===== src/rtl/rob_ctrl.sv =====
// Reorder-buffer controller: tag allocation, writeback completion tracking,
// in-order dual retire through a registered-read payload RAM, and flush.
module rob_ctrl #(
    parameter int WIDTH = 8,
    parameter int ADDR  = 4,
    parameter int DEPTH = 1 << ADDR
) (
    input  logic             clk,
    input  logic             reset,
    input  logic             alloc_req_0,
    input  logic             alloc_req_1,
    input  logic [WIDTH-1:0] alloc_data_0,
    input  logic [WIDTH-1:0] alloc_data_1,
    output logic             alloc_gnt_0,
    output logic             alloc_gnt_1,
    output logic [ADDR-1:0]  alloc_tag_0,
    output logic [ADDR-1:0]  alloc_tag_1,
    input  logic             wb_valid_0,
    input  logic             wb_valid_1,
    input  logic [ADDR-1:0]  wb_tag_0,
    input  logic [ADDR-1:0]  wb_tag_1,
    input  logic             flush,
    output logic             commit_valid_0,
    output logic             commit_valid_1,
    output logic [ADDR-1:0]  commit_tag_0,
    output logic [ADDR-1:0]  commit_tag_1,
    output logic [WIDTH-1:0] commit_data_0,
    output logic [WIDTH-1:0] commit_data_1,
    output logic [ADDR-1:0]  ram_addr_in_0,
    output logic [ADDR-1:0]  ram_addr_in_1,
    output logic [WIDTH-1:0] ram_data_in_0,
    output logic [WIDTH-1:0] ram_data_in_1,
    output logic             ram_wr_en_0,
    output logic             ram_wr_en_1,
    output logic [ADDR-1:0]  ram_addr_out_0,
    output logic [ADDR-1:0]  ram_addr_out_1,
    output logic             ram_o_en_0,
    output logic             ram_o_en_1,
    input  logic [WIDTH-1:0] ram_data_out_0,
    input  logic [WIDTH-1:0] ram_data_out_1,
    output logic [ADDR:0]    count,
    output logic             full,
    output logic             empty
);

    localparam logic [ADDR:0] CAP = (ADDR+1)'(DEPTH);
    localparam logic [ADDR:0] TWO = (ADDR+1)'(2);

    // Pointers carry a wrap bit so occupancy is simply tail - head.
    logic [ADDR:0]     head, tail;
    logic [DEPTH-1:0]  valid, done, valid_n, done_n;
    logic              rd_pend_0, rd_pend_1;
    logic [ADDR-1:0]   rd_tag_0, rd_tag_1;
    logic [ADDR-1:0]   h0, h1, t0, t1;
    logic [ADDR:0]     free;
    logic              kill, r0, r1;

    // Reset behaves like a flush, and additionally silences combinational outputs.
    assign kill  = flush | ~reset;
    assign count = tail - head;
    assign free  = CAP - count;
    assign full  = (count == CAP);
    assign empty = (count == '0);

    assign h0 = head[ADDR-1:0];
    assign h1 = h0 + ADDR'(1);
    assign t0 = tail[ADDR-1:0];
    assign t1 = t0 + ADDR'(1);

    assign alloc_gnt_0 = alloc_req_0 & (free != '0) & ~kill;
    assign alloc_gnt_1 = alloc_req_1 & alloc_gnt_0 & (free >= TWO);
    assign alloc_tag_0 = t0;
    assign alloc_tag_1 = t1;

    assign ram_wr_en_0   = alloc_gnt_0;
    assign ram_wr_en_1   = alloc_gnt_1;
    assign ram_addr_in_0 = t0;
    assign ram_addr_in_1 = t1;
    assign ram_data_in_0 = alloc_gnt_0 ? alloc_data_0 : '0;
    assign ram_data_in_1 = alloc_gnt_1 ? alloc_data_1 : '0;

    // Retire only from the registered done state, strictly in order from head.
    assign r0 = valid[h0] & done[h0] & ~kill;
    assign r1 = r0 & valid[h1] & done[h1];

    assign ram_o_en_0     = r0;
    assign ram_o_en_1     = r1;
    assign ram_addr_out_0 = h0;
    assign ram_addr_out_1 = h1;

    // A read still in flight when flush/reset arrives never reaches commit.
    assign commit_valid_0 = rd_pend_0 & ~kill;
    assign commit_valid_1 = rd_pend_1 & ~kill;
    assign commit_tag_0   = rd_tag_0;
    assign commit_tag_1   = rd_tag_1;
    assign commit_data_0  = commit_valid_0 ? ram_data_out_0 : '0;
    assign commit_data_1  = commit_valid_1 ? ram_data_out_1 : '0;

    // Next per-entry state: writeback, then retire clear, then allocation set.
    always_comb begin
        valid_n = valid;
        done_n  = done;
        if (wb_valid_0 && valid[wb_tag_0]) done_n[wb_tag_0] = 1'b1;
        if (wb_valid_1 && valid[wb_tag_1]) done_n[wb_tag_1] = 1'b1;
        if (r0) begin
            valid_n[h0] = 1'b0;
            done_n[h0]  = 1'b0;
        end
        if (r1) begin
            valid_n[h1] = 1'b0;
            done_n[h1]  = 1'b0;
        end
        if (alloc_gnt_0) begin
            valid_n[t0] = 1'b1;
            done_n[t0]  = 1'b0;
        end
        if (alloc_gnt_1) begin
            valid_n[t1] = 1'b1;
            done_n[t1]  = 1'b0;
        end
    end

    // Pointer, entry and read-issue state; flush and reset clear everything.
    always_ff @(posedge clk) begin
        if (kill) begin
            head      <= '0;
            tail      <= '0;
            valid     <= '0;
            done      <= '0;
            rd_pend_0 <= 1'b0;
            rd_pend_1 <= 1'b0;
            rd_tag_0  <= '0;
            rd_tag_1  <= '0;
        end else begin
            head      <= head + (ADDR+1)'(r0) + (ADDR+1)'(r1);
            tail      <= tail + (ADDR+1)'(alloc_gnt_0) + (ADDR+1)'(alloc_gnt_1);
            valid     <= valid_n;
            done      <= done_n;
            rd_pend_0 <= r0;
            rd_pend_1 <= r1;
            rd_tag_0  <= h0;
            rd_tag_1  <= h1;
        end
    end

endmodule


===== config.mk =====
export PLATFORM = sky130hd
export DESIGN_NAME = rob_ctrl
export DESIGN_NICKNAME = d
export VERILOG_FILES = /design/src/rtl/rob_ctrl.sv
export SDC_FILE = /design/constraint.sdc
export NUM_CORES = 1
export LEC_CHECK = 0
export BUFFER_PORTS_ARGS = -buffer_cell sky130_fd_sc_hd__clkbuf_2
export CAP_MARGIN = 20
export CORE_UTILIZATION = 40
export DETAILED_ROUTE_END_ITERATION = 6
export SETUP_SLACK_MARGIN = 0.02
export SYNTH_ARGS = -nofsm -noshare
export SYNTH_HDL_FRONTEND = slang
export SYNTH_SLANG_ARGS = --single-unit

===== constraint.sdc =====
create_clock -name clk -period 4.6 [get_ports clk]
set_input_delay 0.23 -clock clk [delete_from_list [all_inputs] [get_ports clk]]
set_output_delay 0.23 -clock clk [all_outputs]
set_load 0.02 [all_outputs]

After elaboration in Yosys (flattened, before gate mapping)
Cells that the tools add are included.

cells by class
  add/subtract/negate cells = 8
  magnitude comparators = 13
  equality and inequality tests = 1
  muxes and demuxes = 38
  bitwise gates (word level) = 27
  reductions and logical operators = 10

operator list
  operator               count
  $mux W16               10
  $and A16 B16 Y16       6
  $not A16 Y16           4
  $or A16 B16 Y16        4
  $mux W8                4
  $lt A4 B5 Y1 const B   6
  $bmux W1 S4            6
  $demux W1 S4           6
  $ge A4 B1 Y1 const B   6
  $add A5 B1 Y5          4
  $mux W1                12
  $and A1 B1 Y1          10
  $add A4 B1 Y4 const B  2
  $logic_and A1 B1 Y1    8
  $eq A5 B5 Y1 const B   1
  $ge A5 B2 Y1 const B   1
  $logic_not A5 Y1       1
  $reduce_bool A5 Y1     1
  $sub A5 B5 Y5          1
  $sub A5 B5 Y5 const A  1
  $not A1 Y1             2
  $or A1 B1 Y1           1

word-level totals
  bits in registers = 52
  input bits = 47

Longest topological paths before layout
  word-level depth = 16
  depth in mapped cells = 19
  gate-level depth less buffers = 17

Worst setup path before layout
No wires, ideal clock.

  path kind = reg-to-reg
  start point = reg head[0]
  end point = reg head[4]
  setup time = 0.137 ns
  arrival = 4.234 ns
  path slack = 0.229 ns
  cell stages (with the launch flop) = 11
  path buffers = 0
  cells stage by stage = dfxtp_1 > inv_1 > ha_1 > mux4_2 > a22o_1 > a2111oi_0 > fa_1 > ha_1 > nand3_1 > xor2_1 > nor2_1

on the way
  elaborated cells on any way between the ends = 15
  those cells by class = 3 x add/sub; 8 x mux; 4 x bitwise

RTL lines
  element                        line  text
  start, declared                50    logic [ADDR:0] head, tail;
  start signal, assigned         135   head <= head + (ADDR+1)'(r0) + (ADDR+1)'(r1);
  $add A4 B1 Y4 *                66    assign h1 = h0 + ADDR'(1);
  via ram_addr_out_1[0]          36    output logic [ADDR-1:0] ram_addr_out_1,
  $bmux W1 S4                    84    assign r1 = r0 & valid[h1] & done[h1];
  $mux W1 (implied by the code)  84
  $and A1 B1 Y1                  84
  $and A1 B1 Y1 *                84
  via ram_o_en_1                 38    output logic ram_o_en_1,
  $add A5 B1 Y5 *                135

Mark *: on every way through the listed nets, which the timed path passes. The rest lies on a longest branch. The select of a mux whose other input is x is not followed.
A chain may end at the register's enable or synchronous reset.

Final worst setup path
  start point = reg tail[0]
  end point = reg tail[4]

on the way
  word-level cells in the longest chain between the ends = 8
  elaborated cells on any way between the ends = 10
  those cells by class = 4 x add/sub; 1 x order compare; 4 x bitwise; 1 x reduce/logical

RTL lines
  element                                                line  text
  start, declared                                        50
  start signal, assigned                                 136   tail <= tail + (ADDR+1)'(alloc_gnt_0) + (ADDR+1)'(alloc_gnt_1);
  branches (longest 7 deep; another with $sub A5 B5 Y5)  --
  $add A5 B1 Y5 *                                        136

Mark *: on every way between the ends.

==> reports/results.txt <==
Total track usage: 23.5%
Setup TNS: 0 ns
R2R cell count: 16
Pwr Density: 173 mW/mm^2
Post-CTS Setup Repair Bufs: 0
Status: finished, final reports clean
CTS Buf Count: 5
Vias in the first global route: 3560
Largest cells by area after synthesis: dfxtp_1 (25%), mux4_2 (8.8%), ha_1 (7.0%)
Initial antenna violation count: 0
Maximum fanout along the worst path: 11
Actual slew at the worst max-slew pin: 0.663 ns
Via count: 3972
Reported leakage power: 2.22 nW
Chip Height: 103 um
Post-placement cell area: 0.00472 mm^2
Post-route ant nets: 0
Post-synth cell types: 59
RSZ-0062 raised after global routing: no
DP HPWL: 9660 um
WL final: 12100 um
Chip width: 103 um
IO Count: 126
Die footprint: 0.0107 mm^2
Worst hold endpoint: commit_tag_1[2]
# DRC: 0
Max stage delay on crit path: 0.51 ns
Worst hold stages: 3
Reg2reg start: tail[0]
Antenna Cells: 0
Clock transition at path regs: 0.10 ns
Mapped cell area: 0.00411 mm^2
Crit path kind: reg2reg
Layout Utilization: 48.8%
Layout area overhead: 17.2%
Register area share after synthesis: 25.4%
Xor/xnor share of the synthesized area: 3.57%
Worst-path cell chain: inv_1 > ha_1 > fa_1 > ha_1 > and2_1 > nor2b_1 > ha_1 > and3_1 > inv_1 > o21ai_2 > inv_1 > fa_1 > ha_1 > nand2_1 > xor2_1 > nor2_1
Number of I/O port buffers: 125
Worst slew margin: 55.7%
Placed Instances: 696
Cell row count: 36
Hold_sp: flush
Vias/cell: 5.64
Internal: 612 uW
Mean post-synth cell area: 8.75 um^2
Slowest library cell on the worst path: dfxtp_1
Drt wl/cell: 17.2 um
Family with the most delay on the worst path: adder cells
Critical path buffers and inverters: 3
Final Max Tran Viols: 0
Seq cells post-synth: 52
Critical Path AT: 4.07 ns
Count of yosys warnings during synthesis: 0
Final Cell Area: 0.00481 mm^2
Top cell type's share of synthesized area: 25.4%
Sw frac: 26.6%
First-pass GRT wire length: 18800 um
Fillers: 982
Number of synthesized flops with an enable pin: 0
Initial cell density of the core: 41.6%
Fmax: 259 MHz
Worst setup SP type: flop
Hold buffers post-CTS: 0
Adder and majority gate portion of the synthesized area: 8.47%
FFs w/ async S/R, synth: 0%
Clock power share: 34.2%
Clock Tree Root: clkbuf_8
Area leader, netlist: dfxtp_1
Post-Synth Simple-Gate Area: 26.6%
Hold Crit Class: in2reg
Peak supply drop: 0.111 mV
Post-synthesis compound-gate area fraction: 18.0%
Sw Pwr: 222 uW
Combinational group share of total power: 11.4%
Largest family of logic cells by synthesized area: simple AND/OR/NAND/NOR gates
Sequential share of power: 54.5%
MaxCap Viol Count: 0
Htree depth: 2
Nets: 643
Worst-case clock buffer depth: 2
DR pass1 iterations: 4
Final-report hold violation count: 0
Post-Layout Cell Count: 704
Final Critical Period: 3.87 ns
Syn_nets: 542
R2R Setup Slk: 0.73 ns
Dominant synthesized flop cell: dfxtp_1
Final period utilization: 84.0%
Gr ovfl total: 0
Clock Sinks: 52
Worst endpoint required time: 4.80 ns
Pin count of the biggest net entering global routing: 22
FF-to-FF End: tail[4]
Syn Inst Count: 469
Share of layout cells above drive strength 1: 32.6%
Final setup fails: 0
Initial DRC count: 296
Multiplexer area fraction after synthesis: 9.88%
Worst-Skew Late Latency: 0.31 ns
CTS tree: built
Worst setup skew after layout: 0.00981 ns
CP most frequent cell: ha_1
Routability cong.: 0.882
Post-CTS sizing: 0
Core area: 0.00986 mm^2
Critical Path Sink Type: flop
[through the flow]
stage	hold WS, ns	worst slack, ns	power [mW]
after global placement	0.497	0.869	0.558
after floorplan	0.465	0.229	0.519
after global routing	0.392	0.451	0.870
final	0.368	0.735	0.834
after detailed placement	0.499	0.731	0.559
after CTS	0.358	0.711	0.841
[per-layer routing]
| layer | routed length, um | GRT usage (%) |
|---|---|---|
| met5 | 0 | 0 |
| met4 | 306 | 8.56 |
| met3 | 957 | 5.17 |
| met2 | 5400 | 36.9 |
| met1 | 5440 | 31.8 |
[worst max path at each step]
stage	startpoint	to	slack, ns	cells after the start
floorplan	head[0]	head[4]	0.23	10
CTS	tail[0]	tail[4]	0.71	16
detailed placement	tail[0]	tail[4]	0.73	16
global route	tail[0]	tail[4]	0.45	16
global placement	tail[0]	tail[4]	0.87	16
finish	tail[0]	tail[4]	0.73	16
[cells in the mapped netlist, types with 4 or more instances]
library cell,count
buf_4,19
a22oi_1,6
inv_1,19
nor2_1,35
and3b_1,5
and3_1,22
o21ai_1,4
a21oi_1,5
a311oi_1,8
buf_6,4
nor3b_1,4
dfxtp_1,52
nand2b_1,7
clkbuf_1,15
xor2_1,8
ha_1,23
nor4b_2,4
nor2b_1,11
a31oi_1,11
mux4_2,16
mux2_2,4
o21ai_0,4
nor4_2,4
a31o_2,7
o22ai_1,12
xnor2_1,6
and2_1,29
o21bai_1,6
a22o_1,7
nand2_1,58
nand3_1,7
a21o_1,6
[final cells by class]
type,count,area [um^2],area share [%]
Timing Repair Buffer,135,701,14.6
Clock inverter,1,7.51,0.156
Tap cell,133,166,3.46
Inverter,20,75.1,1.56
Multi-Input combinational cell,356,2730,56.8
Sequential cell,52,1040,21.6
Clock buffer,7,86.3,1.79
[placed cells by master (no fill, tap or decap), types with 7 or more instances in the layout]
cell	count
nand2b_1	7
a22o_1	7
inv_1	19
buf_4	10
a31o_2	7
nand2_1	58
and2_1	29
o22ai_1	12
mux4_2	16
ha_1	23
and3_1	22
a311oi_1	8
xor2_1	8
dfxtp_1	52
nor2b_1	10
a31oi_1	11
clkbuf_2	125
nor2_1	35
nand3_1	7
[power groups by stage]
stage               combinational (mW)  clock [mW]  sequential [mW]
global route                     0.103       0.312            0.455
CTS                             0.0945       0.292            0.454
detailed placement              0.0945           0            0.465
floorplan                       0.0541           0            0.465
finish                          0.0949       0.285            0.455
global placement                0.0934           0            0.465
[tightest hold or removal path, cell delays in order]
cell      delay, ns
clkbuf_2       0.12
nor2b_2        0.12
and2_1         0.16
[cells by family (layout without fill, tap and decap cells)]
logic type	Yosys count	after routing
fa+ha+maj	26	26
mux	20	20
flops	52	52
buf+inv	61	163
simple gates	198	198
compound gates	97	97
xor+xnor	15	15
[sequential cells by signal (all words and copies together), names as in the netlist]
name          cells
done             16
valid            16
head              5
tail              5
commit_tag_0      4
commit_tag_1      4
rd_pend_0         1
rd_pend_1         1
No activity file was read; power rests on OpenSTA's default activity.
